## src/rtl/tile_stream_reader.sv

```systemverilog
// tile_stream_reader
// Read sequencer for a single-port tile memory holding one packed 4x4 int8
// tile per word. A start pulse launches a burst of num_words_i consecutive
// reads from base_addr_i. Each combinational read word is captured into a
// registered output stage and streamed to the compute array over valid/ready
// at one word per cycle.
module tile_stream_reader #(
  parameter int DataWidth = 8*4*4,
  parameter int DataDepth = 1024,
  parameter int AddrWidth = (DataDepth <= 1) ? 1 : $clog2(DataDepth)
) (
  input  logic                        clk_i,
  input  logic                        rst_ni,
  input  logic                        start_i,
  input  logic [AddrWidth-1:0]        base_addr_i,
  input  logic [AddrWidth:0]          num_words_i,
  output logic                        busy_o,
  output logic                        done_o,
  output logic [AddrWidth-1:0]        mem_addr_o,
  output logic                        mem_we_o,
  input  logic signed [DataWidth-1:0] mem_rd_data_i,
  output logic signed [DataWidth-1:0] data_o,
  output logic                        valid_o,
  input  logic                        ready_i,
  output logic                        last_o
);

  // One int8 element per lane of the packed tile.
  localparam int NumLanes = DataWidth / 8;

  localparam logic [AddrWidth:0]   RemOne  = {{AddrWidth{1'b0}}, 1'b1};
  localparam logic [AddrWidth-1:0] AddrOne = {{(AddrWidth-1){1'b0}}, 1'b1};

  typedef enum logic [1:0] {
    IDLE,
    FETCH,
    DRAIN
  } state_e;

  state_e               state_reg, state_next;
  logic [AddrWidth-1:0] addr_reg, addr_next;
  logic [AddrWidth:0]   rem_reg, rem_next;
  logic                 valid_reg, valid_next;
  logic                 last_reg, last_next;
  logic                 done_reg, done_next;

  // High in the cycle the output stage captures the current read word.
  logic                 data_load;

  // Output stage, one register per int8 lane.
  logic signed [7:0]    lane_reg [NumLanes];

  // State and control registers; async reset aborts any transfer in flight.
  always_ff @(posedge clk_i or negedge rst_ni) begin
    if (!rst_ni) begin
      state_reg <= IDLE;
      addr_reg  <= '0;
      rem_reg   <= '0;
      valid_reg <= 1'b0;
      last_reg  <= 1'b0;
      done_reg  <= 1'b0;
    end else begin
      state_reg <= state_next;
      addr_reg  <= addr_next;
      rem_reg   <= rem_next;
      valid_reg <= valid_next;
      last_reg  <= last_next;
      done_reg  <= done_next;
    end
  end

  // Next-state and datapath control; every register holds unless a branch
  // below moves it, which gives backpressure for free in FETCH.
  always_comb begin
    state_next = state_reg;
    addr_next  = addr_reg;
    rem_next   = rem_reg;
    valid_next = valid_reg;
    last_next  = last_reg;
    done_next  = 1'b0;
    data_load  = 1'b0;

    case (state_reg)
      IDLE: begin
        if (start_i) begin
          if (num_words_i != '0) begin
            addr_next  = base_addr_i;
            rem_next   = num_words_i;
            state_next = FETCH;
          end else begin
            // Empty transfer: report completion without issuing a beat.
            done_next = 1'b1;
          end
        end
      end

      FETCH: begin
        // The output stage can take a new word when it is empty or its
        // current word is being consumed this cycle.
        if (!valid_reg || ready_i) begin
          data_load  = 1'b1;
          valid_next = 1'b1;
          last_next  = (rem_reg == RemOne);
          addr_next  = addr_reg + AddrOne;  // wraps modulo 2**AddrWidth
          rem_next   = rem_reg - RemOne;
          if (rem_reg == RemOne) begin
            state_next = DRAIN;
          end
        end
      end

      DRAIN: begin
        // Wait for the final beat to be accepted, then signal completion.
        if (valid_reg && ready_i) begin
          valid_next = 1'b0;
          last_next  = 1'b0;
          done_next  = 1'b1;
          state_next = IDLE;
        end
      end

      default: begin
        state_next = IDLE;
      end
    endcase
  end

  // Per-lane output registers: capture the read word on data_load, else hold.
  for (genvar gi = 0; gi < NumLanes; gi++) begin : g_lane
    always_ff @(posedge clk_i or negedge rst_ni) begin
      if (!rst_ni) begin
        lane_reg[gi] <= '0;
      end else if (data_load) begin
        lane_reg[gi] <= mem_rd_data_i[gi*8 +: 8];
      end
    end

    assign data_o[gi*8 +: 8] = lane_reg[gi];
  end

  assign busy_o     = (state_reg != IDLE);
  assign done_o     = done_reg;
  assign mem_addr_o = addr_reg;
  assign mem_we_o   = 1'b0;
  assign valid_o    = valid_reg;
  assign last_o     = last_reg;

endmodule

```

## config.mk

```make
export PLATFORM = sky130hd
export DESIGN_NAME = tile_stream_reader
export DESIGN_NICKNAME = d
export VERILOG_FILES = /design/src/rtl/tile_stream_reader.sv
export SDC_FILE = /design/constraint.sdc
export NUM_CORES = 1
export LEC_CHECK = 0
export ABC_AREA = 0
export CAP_MARGIN = 5
export CELL_PAD_IN_SITES_DETAIL_PLACEMENT = 0
export CELL_PAD_IN_SITES_GLOBAL_PLACEMENT = 2
export CORE_MARGIN = 2
export CORE_UTILIZATION = 28
export DETAILED_ROUTE_END_ITERATION = 10
export GPL_ROUTABILITY_DRIVEN = 0
export GPL_TIMING_DRIVEN = 0
export HOLD_SLACK_MARGIN = 0.12
export PLACE_DENSITY = 0.85
export SLEW_MARGIN = 40
export SYNTH_ARGS = -nofsm -noshare
export SYNTH_HDL_FRONTEND = slang
export SYNTH_SLANG_ARGS = --single-unit
export TNS_END_PERCENT = 10
```

## constraint.sdc

```tcl
create_clock -name clk_i -period 5.25 [get_ports clk_i]
set_input_delay 0.7875 -clock clk_i [delete_from_list [all_inputs] [get_ports clk_i]]
set_output_delay 0.7875 -clock clk_i [all_outputs]
set_load 0.01 [all_outputs]
```

==> out/metrics.csv <==
metric;value;unit
run_status;complete, no violations;
dieArea;24000;µm²
synth_top_area_frac;0.604;
critical_path.startpoint;num_words_i[4];
synth_adder_area_share;0.00589;
most_used_dff_post_synth;sky130_fd_sc_hd__dfrtp_1;
antenna_cells_inserted;0;
fin_worst_skew;0.0146;ns
worst-r2r-cell-count;7;
r2r-end;data_o[58];
crit_arrival;2.87;ns
layout_worst_path_cycle_share;0.494;
postCtsSetupBuffers;0;
detailedRoute.firstPassIterationCount;4;
multi_input_comb_area;2370;µm²
area_growth;61.4;%
fillerInstances;2073;
root_buffer;sky130_fd_sc_hd__clkbuf_16;
r2r_start;state_reg[1];
timing_hold_violations_final;0;
cts_inserted_buffers;17;
portBuffers;294;
finalSetupViolCount;0;
first_global_vias;5241;
asyncSetResetFlopFracSynth;1.00;
cp_cell_sequence;clkdlybuf4s50_1 -> nor4_1 -> nand4_1 -> clkbuf_1 -> nand2_1 -> o21ai_0;
cpPeakStageDelay;0.55;ns
number_of_register_bits_inferred_by_synthesis;154;
post-dp-hpwl;14500;µm
post_cts_resized;0;
core_area;22500;µm²
routed-via-count;5001;
post_synth_mux_area_share;0.228;
final_critical_delay_including_setup_and_external_delays;2.59;ns
synth_most_common_cell;sky130_fd_sc_hd__dfrtp_1;
final_cell_area_excluding_filler_cells;10300;µm²
largest_register_ff_count;128;
finalMaxSlewViolations;0;
clock_latency;0.43;ns
yosys.area_share.simple;0.0622;
max_freq;386;MHz
place_worst_setup_slack;2.18;ns
synth.net_count;619;
initial_utilization;0.283;
critical_path.startpoint_type;input port;
path_clk_slew;0.08;ns
leading_area_contributor_after_synthesis;sky130_fd_sc_hd__dfrtp_1;
fraction_of_the_mapped_netlist_area_in_compound_gates;0.0759;
postRouteAntennaNets;0;
drv.max_cap_violation_count;0;
xor_xnor_cell_area_share_of_the_yosys_netlist;0;
final-instance-count-excl-fill;1076;
synth.yosys.seq_area_share;0.604;
tritoncts_clock_tree;built;
fp-row-count;55;
critical_path.slowest_cell;sky130_fd_sc_hd__nor4_1;
grt_first_pass_wirelength;29900;µm
critPathRequiredTime;5.53;ns
die_x;155;µm
timing.slew.headroom;0.600;
finalNetCount;934;
hold_class;input port to asynchronous set/reset pin;
grtUsageTotal;0.162;
synthesis.area;6380;µm²
holdBufCountCts;0;
p_leak;4.14;nW
routedWlPerCell;18.1;µm
unrepaired_setup_endpoints_after_global_routing;no;
drc_errors;0;
gr_overflow_total;0;
tightestPinTransition;0.600;ns
cts.sink_count;154;
place_inst;1044;
ios;296;
detail_route.vias_per_cell;4.65;
netlist_instances;463;
dominant_combinational_cell_family_by_area_after_synthesis;multiplexers;
synth_warnings;0;
grt_start_max_net_pins;65;
reg2reg_setup_slack;3.06;ns
synth.area.top_cells;sky130_fd_sc_hd__dfrtp_1 (60%), sky130_fd_sc_hd__mux2_2 (23%), sky130_fd_sc_hd__a21oi_1 (1.4%), sky130_fd_sc_hd__o2bb2ai_1 (1.4%), sky130_fd_sc_hd__buf_2 (1.2%);
critical_path_class;input port to register;
place_area;9740;µm²
layout_setup_ws;2.66;ns
syn-mean-instance-area;13.8;µm²
cts_htree_levels;4;
critical_path.endpoint;rem_reg[3];
synth.cells.most_frequent;sky130_fd_sc_hd__dfrtp_1 (154), sky130_fd_sc_hd__mux2_2 (128), sky130_fd_sc_hd__a21oi_1 (18);
cp-end-kind;register;
floorplan.die.height;155;µm
worst_ir_drop_vdd;0.000185;V
finalWirelength;19500;µm
clockBufferDepth;2;
proportion_of_layout_cells_with_a_drive_suffix_above_1;0.235;
number_of_distinct_library_cells_after_synthesis;42;
power-per-cell-area;488;nW/µm²
dr.first_iter.drc_count;139;
ff_latch_area;3850;µm²
initial_antenna_violation_count;0;
worst-path-max-fanout;10;
synth_edf_count;0;
cell families (layout without fill, tap and decap cells):
family | count (synthesis) | in the layout
compound gates | 70 | 70
mux | 129 | 129
simple gates | 73 | 73
flops | 154 | 154
fa+ha+maj | 3 | 3
other cells | 1 | 1
buf+inv | 33 | 361
metrics by stage:
step                      TNS [ns]  total power (W)  hold WS (ns)   util
final                            0          0.00503         0.214  0.457
after global routing             0          0.00534         0.213  0.457
after CTS                        0          0.00510         0.200  0.457
after detailed placement         0          0.00389         0.495  0.433
after global placement     -511.17          0.00386         0.487  0.430
after floorplan                  0          0.00277         0.470      -
worst max-delay path: cells and delay by family:
| family | cells | cell delay (ns) |
|---|---|---|
| compound gates | 1 | 0.15 |
| simple gates | 3 | 1.16 |
| buf+inv | 2 | 0.77 |
area by class of cell:
type | count | area share
clock buffer | 18 | 0.0417
buffer | 28 | 0.0128
tap | 285 | 0.0346
timing repair buffer | 296 | 0.292
inverter | 5 | 0.00182
sequential | 154 | 0.374
multi-input combinational | 276 | 0.231
clock inverter | 14 | 0.0125
where the power goes:
part | internal [W] | leakage, nW | total, W | switching, W
Sequential | 0.00157 | 1.80 | 0.00182 | 0.000252
Clock | 0.000626 | 0.269 | 0.00118 | 0.000556
Combinational | 0.00116 | 2.07 | 0.00203 | 0.000862
Total | 0.00336 | 4.14 | 0.00503 | 0.00167
how the worst min path moves through the flow:
| stage | from | endpoint | slack, ns | cells past startpoint |
|---|---|---|---|---|
| detailed placement | data_o[56] | data_o[56] | 0.49 | 1 |
| global placement | data_o[55] | data_o[55] | 0.49 | 1 |
| global route | rst_ni | data_o[57] | 0.21 | 1 |
| finish | rst_ni | data_o[90] | 0.21 | 1 |
| CTS | rst_ni | data_o[90] | 0.20 | 1 |
| floorplan | rem_reg[9] | rem_reg[9] | 0.47 | 1 |
routing by layer:
layer | part of all wire | global-route usage
met5 | 0 | 0
met4 | 0.015 | 0.0542
met3 | 0.077 | 0.0501
met2 | 0.47 | 0.259
met1 | 0.44 | 0.208
placed cells by master (no fill, tap or decap), drive strengths merged, types with 8 or more instances in the layout:
master,count
dfrtp,154
nand2,15
o21ai,9
clkdlybuf4s50,293
inv,13
clkbuf,29
buf,20
nor2,15
a31oi,8
mux2,128
o2bb2ai,10
a21oi,18
Power figures use the tool's default switching activity.
